===== src/rtl/fifo_sync_bram_pkg.sv =====
// Shared sizing helpers and default parameters for the BRAM-backed synchronous FIFO.
// Pointer width is one bit wider than the RAM address to carry the wrap bit.
package fifo_sync_bram_pkg;

  localparam int DEF_DATA_WIDTH = 8;
  localparam int DEF_ADDR_WIDTH = 4;
  localparam int DEF_AF_THRESH  = 14;

  function automatic int fifo_depth(input int addr_width);
    return 2 ** addr_width;
  endfunction

  function automatic int fifo_ptr_width(input int addr_width);
    return addr_width + 1;
  endfunction

endpackage


===== src/rtl/bram_sync_dp.sv =====
// Dual-port block RAM with registered read on port B and write-first-free semantics.
// Both write ports are committed on a_clk; the FIFO drives a_clk and b_clk from one clock.
module bram_sync_dp #(
  parameter int RAM_DATA_WIDTH = 8,
  parameter int RAM_ADDR_WIDTH = 4
) (
  input  logic                      a_clk,
  input  logic                      b_clk,
  input  logic                      rst,
  input  logic                      a_wr,
  input  logic [RAM_ADDR_WIDTH-1:0] a_addr,
  input  logic [RAM_DATA_WIDTH-1:0] a_data_in,
  input  logic                      b_en,
  input  logic                      b_wr,
  input  logic [RAM_ADDR_WIDTH-1:0] b_addr,
  input  logic [RAM_DATA_WIDTH-1:0] b_data_in,
  output logic [RAM_DATA_WIDTH-1:0] b_data_out
);

  logic [RAM_DATA_WIDTH-1:0] mem [2**RAM_ADDR_WIDTH];
  logic [RAM_DATA_WIDTH-1:0] b_data_q;

  // Writes are suppressed during reset so a mid-stream reset cannot commit a stray word.
  always_ff @(posedge a_clk) begin
    if (!rst) begin
      if (a_wr) mem[a_addr] <= a_data_in;
      if (b_wr) mem[b_addr] <= b_data_in;
    end
  end

  always_ff @(posedge b_clk) begin
    if (b_en) b_data_q <= mem[b_addr];
  end

  assign b_data_out = b_data_q;

endmodule


===== src/rtl/fifo_sync_bram.sv =====
// Single-clock FIFO controller around bram_sync_dp: port A writes, port B reads,
// registered flags, occupancy count and one-cycle overflow/underflow pulses.
module fifo_sync_bram
  import fifo_sync_bram_pkg::*;
#(
  parameter int DATA_WIDTH         = DEF_DATA_WIDTH,
  parameter int ADDR_WIDTH         = DEF_ADDR_WIDTH,
  parameter int ALMOST_FULL_THRESH = DEF_AF_THRESH
) (
  input  logic                  clk,
  input  logic                  rst,
  input  logic                  wr_en,
  input  logic [DATA_WIDTH-1:0] wr_data,
  output logic                  full,
  output logic                  almost_full,
  output logic                  wr_overflow,
  input  logic                  rd_en,
  output logic [DATA_WIDTH-1:0] rd_data,
  output logic                  rd_valid,
  output logic                  empty,
  output logic                  rd_underflow,
  output logic [ADDR_WIDTH:0]   count
);

  localparam int PTR_WIDTH = fifo_ptr_width(ADDR_WIDTH);
  localparam logic [PTR_WIDTH-1:0] AF_THRESH = PTR_WIDTH'(ALMOST_FULL_THRESH);

  logic [PTR_WIDTH-1:0] wr_ptr_q, wr_ptr_d;
  logic [PTR_WIDTH-1:0] rd_ptr_q, rd_ptr_d;
  logic [PTR_WIDTH-1:0] count_q, count_d;
  logic                 empty_q, empty_d;
  logic                 full_q, full_d;
  logic                 almost_full_q, almost_full_d;
  logic                 rd_valid_q, rd_valid_d;
  logic                 wr_overflow_q, wr_overflow_d;
  logic                 rd_underflow_q, rd_underflow_d;
  logic                 wr_acc, rd_acc;

  always_comb begin
    // Acceptance uses the flags as registered at the start of the cycle, so
    // full+both keeps the read and empty+both keeps the write.
    wr_acc = wr_en & ~full_q;
    rd_acc = rd_en & ~empty_q;

    wr_ptr_d = wr_ptr_q + PTR_WIDTH'(wr_acc);
    rd_ptr_d = rd_ptr_q + PTR_WIDTH'(rd_acc);

    count_d = count_q;
    case ({wr_acc, rd_acc})
      2'b10:   count_d = count_q + 1'b1;
      2'b01:   count_d = count_q - 1'b1;
      default: count_d = count_q;
    endcase

    empty_d       = (wr_ptr_d == rd_ptr_d);
    full_d        = (wr_ptr_d[ADDR_WIDTH-1:0] == rd_ptr_d[ADDR_WIDTH-1:0]) &&
                    (wr_ptr_d[ADDR_WIDTH] != rd_ptr_d[ADDR_WIDTH]);
    almost_full_d = (count_d >= AF_THRESH);

    rd_valid_d     = rd_acc;
    wr_overflow_d  = wr_en & full_q;
    rd_underflow_d = rd_en & empty_q;
  end

  always_ff @(posedge clk) begin
    if (rst) begin
      wr_ptr_q       <= '0;
      rd_ptr_q       <= '0;
      count_q        <= '0;
      empty_q        <= 1'b1;
      full_q         <= 1'b0;
      almost_full_q  <= 1'b0;
      rd_valid_q     <= 1'b0;
      wr_overflow_q  <= 1'b0;
      rd_underflow_q <= 1'b0;
    end else begin
      wr_ptr_q       <= wr_ptr_d;
      rd_ptr_q       <= rd_ptr_d;
      count_q        <= count_d;
      empty_q        <= empty_d;
      full_q         <= full_d;
      almost_full_q  <= almost_full_d;
      rd_valid_q     <= rd_valid_d;
      wr_overflow_q  <= wr_overflow_d;
      rd_underflow_q <= rd_underflow_d;
    end
  end

  bram_sync_dp #(
    .RAM_DATA_WIDTH (DATA_WIDTH),
    .RAM_ADDR_WIDTH (ADDR_WIDTH)
  ) u_ram (
    .a_clk      (clk),
    .b_clk      (clk),
    .rst        (rst),
    .a_wr       (wr_acc),
    .a_addr     (wr_ptr_q[ADDR_WIDTH-1:0]),
    .a_data_in  (wr_data),
    .b_en       (rd_acc),
    .b_wr       (1'b0),
    .b_addr     (rd_ptr_q[ADDR_WIDTH-1:0]),
    .b_data_in  ({DATA_WIDTH{1'b0}}),
    .b_data_out (rd_data)
  );

  assign full         = full_q;
  assign almost_full  = almost_full_q;
  assign wr_overflow  = wr_overflow_q;
  assign rd_valid     = rd_valid_q;
  assign empty        = empty_q;
  assign rd_underflow = rd_underflow_q;
  assign count        = count_q;

endmodule


===== config.mk =====
export PLATFORM = sky130hd
export DESIGN_NAME = fifo_sync_bram
export DESIGN_NICKNAME = d
export VERILOG_FILES = /design/src/rtl/fifo_sync_bram_pkg.sv /design/src/rtl/bram_sync_dp.sv /design/src/rtl/fifo_sync_bram.sv
export SDC_FILE = /design/constraint.sdc
export NUM_CORES = 1
export LEC_CHECK = 0
export ABC_CLOCK_PERIOD_IN_PS = 2550
export CAP_MARGIN = 20
export CORE_ASPECT_RATIO = 2
export CORE_MARGIN = 1
export CORE_UTILIZATION = 30
export DETAILED_ROUTE_END_ITERATION = 12
export SYNTH_ARGS = -nofsm -noshare
export SYNTH_HDL_FRONTEND = slang
export SYNTH_SLANG_ARGS = --single-unit

===== constraint.sdc =====
create_clock -name clk -period 2.55 [get_ports clk]
set_input_delay 0.765 -clock clk [delete_from_list [all_inputs] [get_ports clk]]
set_output_delay 0.765 -clock clk [all_outputs]
set_load 0.02 [all_outputs]

* Word level (Yosys, flattened, before mapping) *
Memories as Yosys holds them, arrays and structs flattened. A register that Yosys moved wholly into a read port is not among the register bits.
Cells that the tools add are included.
W data, S select, Z words.

storage, ports and cells
  flip-flop bits (word level) = 21
  bits in writable memories = 128
  output and inout bits = 19
  logic and storage cells = 31
  memories kept = 1

cells by class
  $add $sub $neg = 4
  $lt $le $gt $ge = 1
  equal/unequal tests = 5
  multiplexer cells = 4
  bitwise logic cells = 6
  reduce and logical (&&, ||, !) cells = 1

memories
  name       depth  bits a word  rd ports  clocked after Yosys merged registers in  wr ports  line                RTL
  u_ram.mem  16     8            1         1                                        1         bram_sync_dp.sv:20  logic [RAM_DATA_WIDTH-1:0] mem [2**RAM_ADDR_WIDTH];

operator list
  operator               count
  $add A5 B1 Y5          2
  $pmux W5 S2            1
  $add A5 B1 Y5 const B  1
  $eq A5 B5 Y1           1
  $ge A5 B4 Y1 const B   1
  $sub A5 B1 Y5 const B  1
  $and A1 B1 Y1          4
  $eq A4 B4 Y1           1
  $mux W1                3
  $eq A2 B1 Y1 const B   1
  $eq A2 B2 Y1 const B   1
  $not A1 Y1             2
  $logic_and A1 B1 Y1    1
  $ne A1 B1 Y1           1

* Depth between registers and ports, before layout *
  depth in word-level cells = 5
  mapped depth = 11
  depth with buffers taken out = 11

* By module *
Synthesis repeated with hierarchy kept, for this count alone.

unflattened totals
  cells, all modules = 505
  area, all modules = 8,017.7 µm²

modules (own cells, without submodules)
  module          times used  cells each  area an instance (µm²)  seq. area each (µm²)
  bram_sync_dp    1           404         7,040.5                 4,083.9
  fifo_sync_bram  1           101         977.2                   420.4

* Worst setup path before layout *
No wires, ideal clock.

  kind = input port to flip-flop
  start = input wr_en
  end = register almost_full_q (netlist: almost_full)
  data arrival time = 2.250 ns
  required time = 2.414 ns
  setup slack = 0.164 ns
  stages on the path = 11
  buffers on the path = 0
  cell sequence = nor2b_4 > inv_6 > nand2_4 > xnor2_1 > ha_1 > nor2b_1 > a32oi_1 > nor2_1 > o21ai_0 > xor2_1 > o32ai_2

between the ends
  cells in the longest elaborated chain, start to end = 4

RTL lines
  item                                                 line                  RTL
  from (decl)                                          fifo_sync_bram.sv:12  input logic wr_en,
  $and A1 B1 Y1 (*)                                    fifo_sync_bram.sv:42  wr_acc = wr_en & ~full_q;
  $eq A2 B1 Y1 / $eq A2 B2 Y1 (equally long branches)  fifo_sync_bram.sv:49  case ({wr_acc, rd_acc})
  $pmux W5 S2 (*)                                      fifo_sync_bram.sv:49
  $ge A5 B4 Y1 (*)                                     fifo_sync_bram.sv:58  almost_full_d = (count_d >= AF_THRESH);
  to (signal assigned)                                 fifo_sync_bram.sv:82  almost_full_q <= almost_full_d;
  to (decl)                                            fifo_sync_bram.sv:33  logic almost_full_q, almost_full_d;

Mark *: on every way between the ends. The rest lies on a longest branch, timed or not.
A chain may end at the register's enable or synchronous reset.

* Worst setup path in the final report *
  start = input rd_en
  end = register almost_full_q (netlist: almost_full)

between the ends
  cells in the longest elaborated chain, start to end = 4

RTL lines
  item                                                 line                  RTL
  from (decl)                                          fifo_sync_bram.sv:17  input logic rd_en,
  $and A1 B1 Y1 (*)                                    fifo_sync_bram.sv:43  rd_acc = rd_en & ~empty_q;
  net rd_acc                                           fifo_sync_bram.sv:37  logic wr_acc, rd_acc;
  $eq A2 B1 Y1 / $eq A2 B2 Y1 (equally long branches)  fifo_sync_bram.sv:49
  $pmux W5 S2 (*)                                      fifo_sync_bram.sv:49
  $ge A5 B4 Y1 (*)                                     fifo_sync_bram.sv:58

The timed path passes the listed nets; every way through them passes the cells marked *.

==> flow_summary.json <==
{
  "syn_area_per_cell_um2": 19.6,
  "p_leak_nw": 2.50,
  "dr.pass1.iters": 6,
  "hold_violations": 0,
  "diodes": 0,
  "vdd_ir_drop_max_mv": 0.400,
  "die-area_um2": 21100,
  "ys_ff_latch": 157,
  "num_vias": 3106,
  "synth.largest_area_cell": "edfxtp_1",
  "gp_congestion": 0.765,
  "ant_nets": 0,
  "synth.area.top_cells": "edfxtp_1, mux4_2, dfxtp_1, nor2_1, xnor2_1",
  "wl_per_cell_um": 19.0,
  "rsz0062_at_grt": "false",
  "grt_start_max_net_pins": 35,
  "worstHoldPathCells": 2,
  "dieHeight_um": 205,
  "powerDensity_nw_per_um2": 754,
  "insertion_delay_ps": 420,
  "grt_first_pass_wirelength_um": 19600,
  "instances_no_fill": 674,
  "syn_area_um2": 6160,
  "worstRegToRegCells": 9,
  "min-delay-start": "empty",
  "drcViolationCount": 0,
  "worst_pin_slew_ps": 604,
  "r2r-end": "almost_full",
  "yosys_warnings": 0,
  "core_area_um2": 20000,
  "antenna_found_initial": 0,
  "finClkSkew_ps": 6.79,
  "fmax_mhz": 405,
  "synth_cell_types": 38,
  "cp.required_ps": 2890,
  "drive_gt1_frac": 0.337,
  "port_buffers": 30,
  "drv_slew": 0,
  "cts_tree": "yes",
  "cp-start-kind": "input port",
  "fin_util": 0.384,
  "grt.overflow.total": 0,
  "cts_buffer_depth": 2,
  "period_needed_ps": 2470,
  "status": "complete, no violations",
  "routed_wl_um": 12800,
  "crit_fanout": 5,
  "fp.dieW_um": 103,
  "synth_enable_flop_cells": 136,
  "io-pin-count": 31,
  "cap_violations": 0,
  "endpoint_kind": "flip-flop",
  "yosysSeqAreaShare": 0.732,
  "worstReg2RegStart": "empty",
  "grt_pass1_vias": 3394,
  "syn2layout_area_growth_pct": 24.9,
  "syn_nets": 331,
  "whs_endpoint": "rd_underflow",
  "synth_top_area_share": 0.663,
  "rrSetupSlack_ps": 490,
  "holdWs_ps": 454,
  "setup_slack_ps": 81.8,
  "gr-usage-all-layers": 0.134,
  "synth-async-reset-ratio": 0,
  "clk_pin_slew_ps": 70,
  "ctsHtreeMaxLevel": 4,
  "holdCritPathClass": "reg -> reg",
  "dp_slack_ps": -459,
  "avgViaCountPerCell": 4.61,
  "worstSetupPathType": "in -> reg",
  "drt-initial-drc-count": 216,
  "initial_core_util": 0.308,
  "numCtsBuffers": 17,
  "place_hpwl_um": 9170,
  "root_buffer": "clkbuf_16",
  "fp-row-count": 73,
  "finalSetupViolations": 0,
  "cts.sinks": 157,
  "max_slew_margin": 0.596,
  "synth_ff_type": "edfxtp_1",
  "nets": 416,
  "syn_inst": 314,
  "post-route-period-util": 0.968,
  "synth_most_common_cell": "edfxtp_1",
  "arrival_ps": 2810,
  "dp_cells": 641,
  "netlist_top_cells_count": "edfxtp_1, mux4_2, nor2_1"
}
[critical path: stages]
cell,delay [ps]
clkdlybuf4s50_1,460
nand2b_4,110
clkinv_4,70
buf_4,130
ha_1,270
nor3_2,270
o21ai_0,190
a31oi_4,170
xnor2_1,120
o32ai_2,260
[final cells by class]
cell class                 count  area [um2]
clock buffer                  17         425
clock inverter                15         114
fill                        1771       12300
inverter                       3        21.3
multi-input combinational    140        1600
sequential                   157        4510
tap                          262         328
timing repair buffer          80         701
[metal layers]
layer	up-vias	wire length, um	track usage
met5	-	0	0
met4	0	452	0.0800
met3	25	306	0.0263
met2	62	7630	0.258
met1	1600	4400	0.126
li1	1419	-	-
[sequential cells by signal, indices dropped and copies added (netlist names)]
signal	count
empty	1
wr_ptr_q	5
wr_overflow	1
u_ram.mem	128
full	1
u_ram.b_data_out	8
rd_ptr_q	5
rd_underflow	1
rd_valid	1
count	5
almost_full	1
[metrics by stage]
stage	TNS [ps]	total power [mW]	instance area (um2)
finish	0	5.80	7690
global route	0	6.00	7690
CTS	0	5.86	7650
detailed placement	-18960	3.54	7110
global placement	-19760	3.53	7110
floorplan	0	3.29	6160
[worst max path at each step]
stage / endpoint / cells after the start / from / slack (ps)
finish: almost_full / 10 / rd_en / 80
global route: almost_full / 10 / rd_en / 0.8
CTS: full / 10 / wr_en / 3
detailed placement: full / 10 / wr_en / -460
global placement: almost_full / 10 / rd_en / -410
floorplan: almost_full / 11 / wr_en / 160
[layout by cell type (no fill, tap or decap), types with 3 or more instances in the layout]
| cell type | netlist | layout |
|---|---|---|
| edfxtp_1 | 136 | 136 |
| buf_4 | 3 | 48 |
| mux4_2 | 40 | 40 |
| nor2_1 | 30 | 30 |
| clkdlybuf4s50_1 | 0 | 30 |
| dfxtp_1 | 21 | 20 |
| clkbuf_16 | 0 | 17 |
| xor2_1 | 8 | 8 |
| xnor2_1 | 9 | 7 |
| nor3_1 | 6 | 5 |
| nand2_1 | 5 | 5 |
| inv_6 | 1 | 4 |
| nand3_1 | 4 | 4 |
| a21oi_1 | 4 | 4 |
| clkinvlp_4 | 0 | 4 |
| clkinv_4 | 1 | 3 |
| nand2b_1 | 3 | 3 |
| nor2b_1 | 4 | 3 |
| o21ai_1 | 0 | 3 |
| ha_1 | 5 | 3 |
[power breakdown]
group | internal (mW) | switching, mW | leakage, nW | total, mW
combinational | 0.304 | 0.281 | 0.845 | 0.585
sequential | 2.85 | 0.0402 | 1.40 | 2.89
clock | 1.26 | 1.07 | 0.255 | 2.32
total | 4.41 | 1.39 | 2.50 | 5.80
[cell families (layout without fill, tap and decap cells)]
family	after synthesis	after routing	share of synthesized area
and+or+nand+nor	61	61	0.0504
AOI/OAI and AO/OA	16	16	0.0211
muxes	41	41	0.148
xor gates and xnor gates	17	17	0.0242
DFF	157	157	0.732
adders and majority gates	5	5	0.0102
buffers and inverters	17	115	0.0146
[what timing repair did]
item / in CTS / in global routing
pin swaps: 0 / 4
buffers inserted: 0 / 1
hold buffers: 0 / 0
resized for setup: 1 / 9
endpoints found under the setup margin: 1 / 4
(Power assumes the default switching activity.)
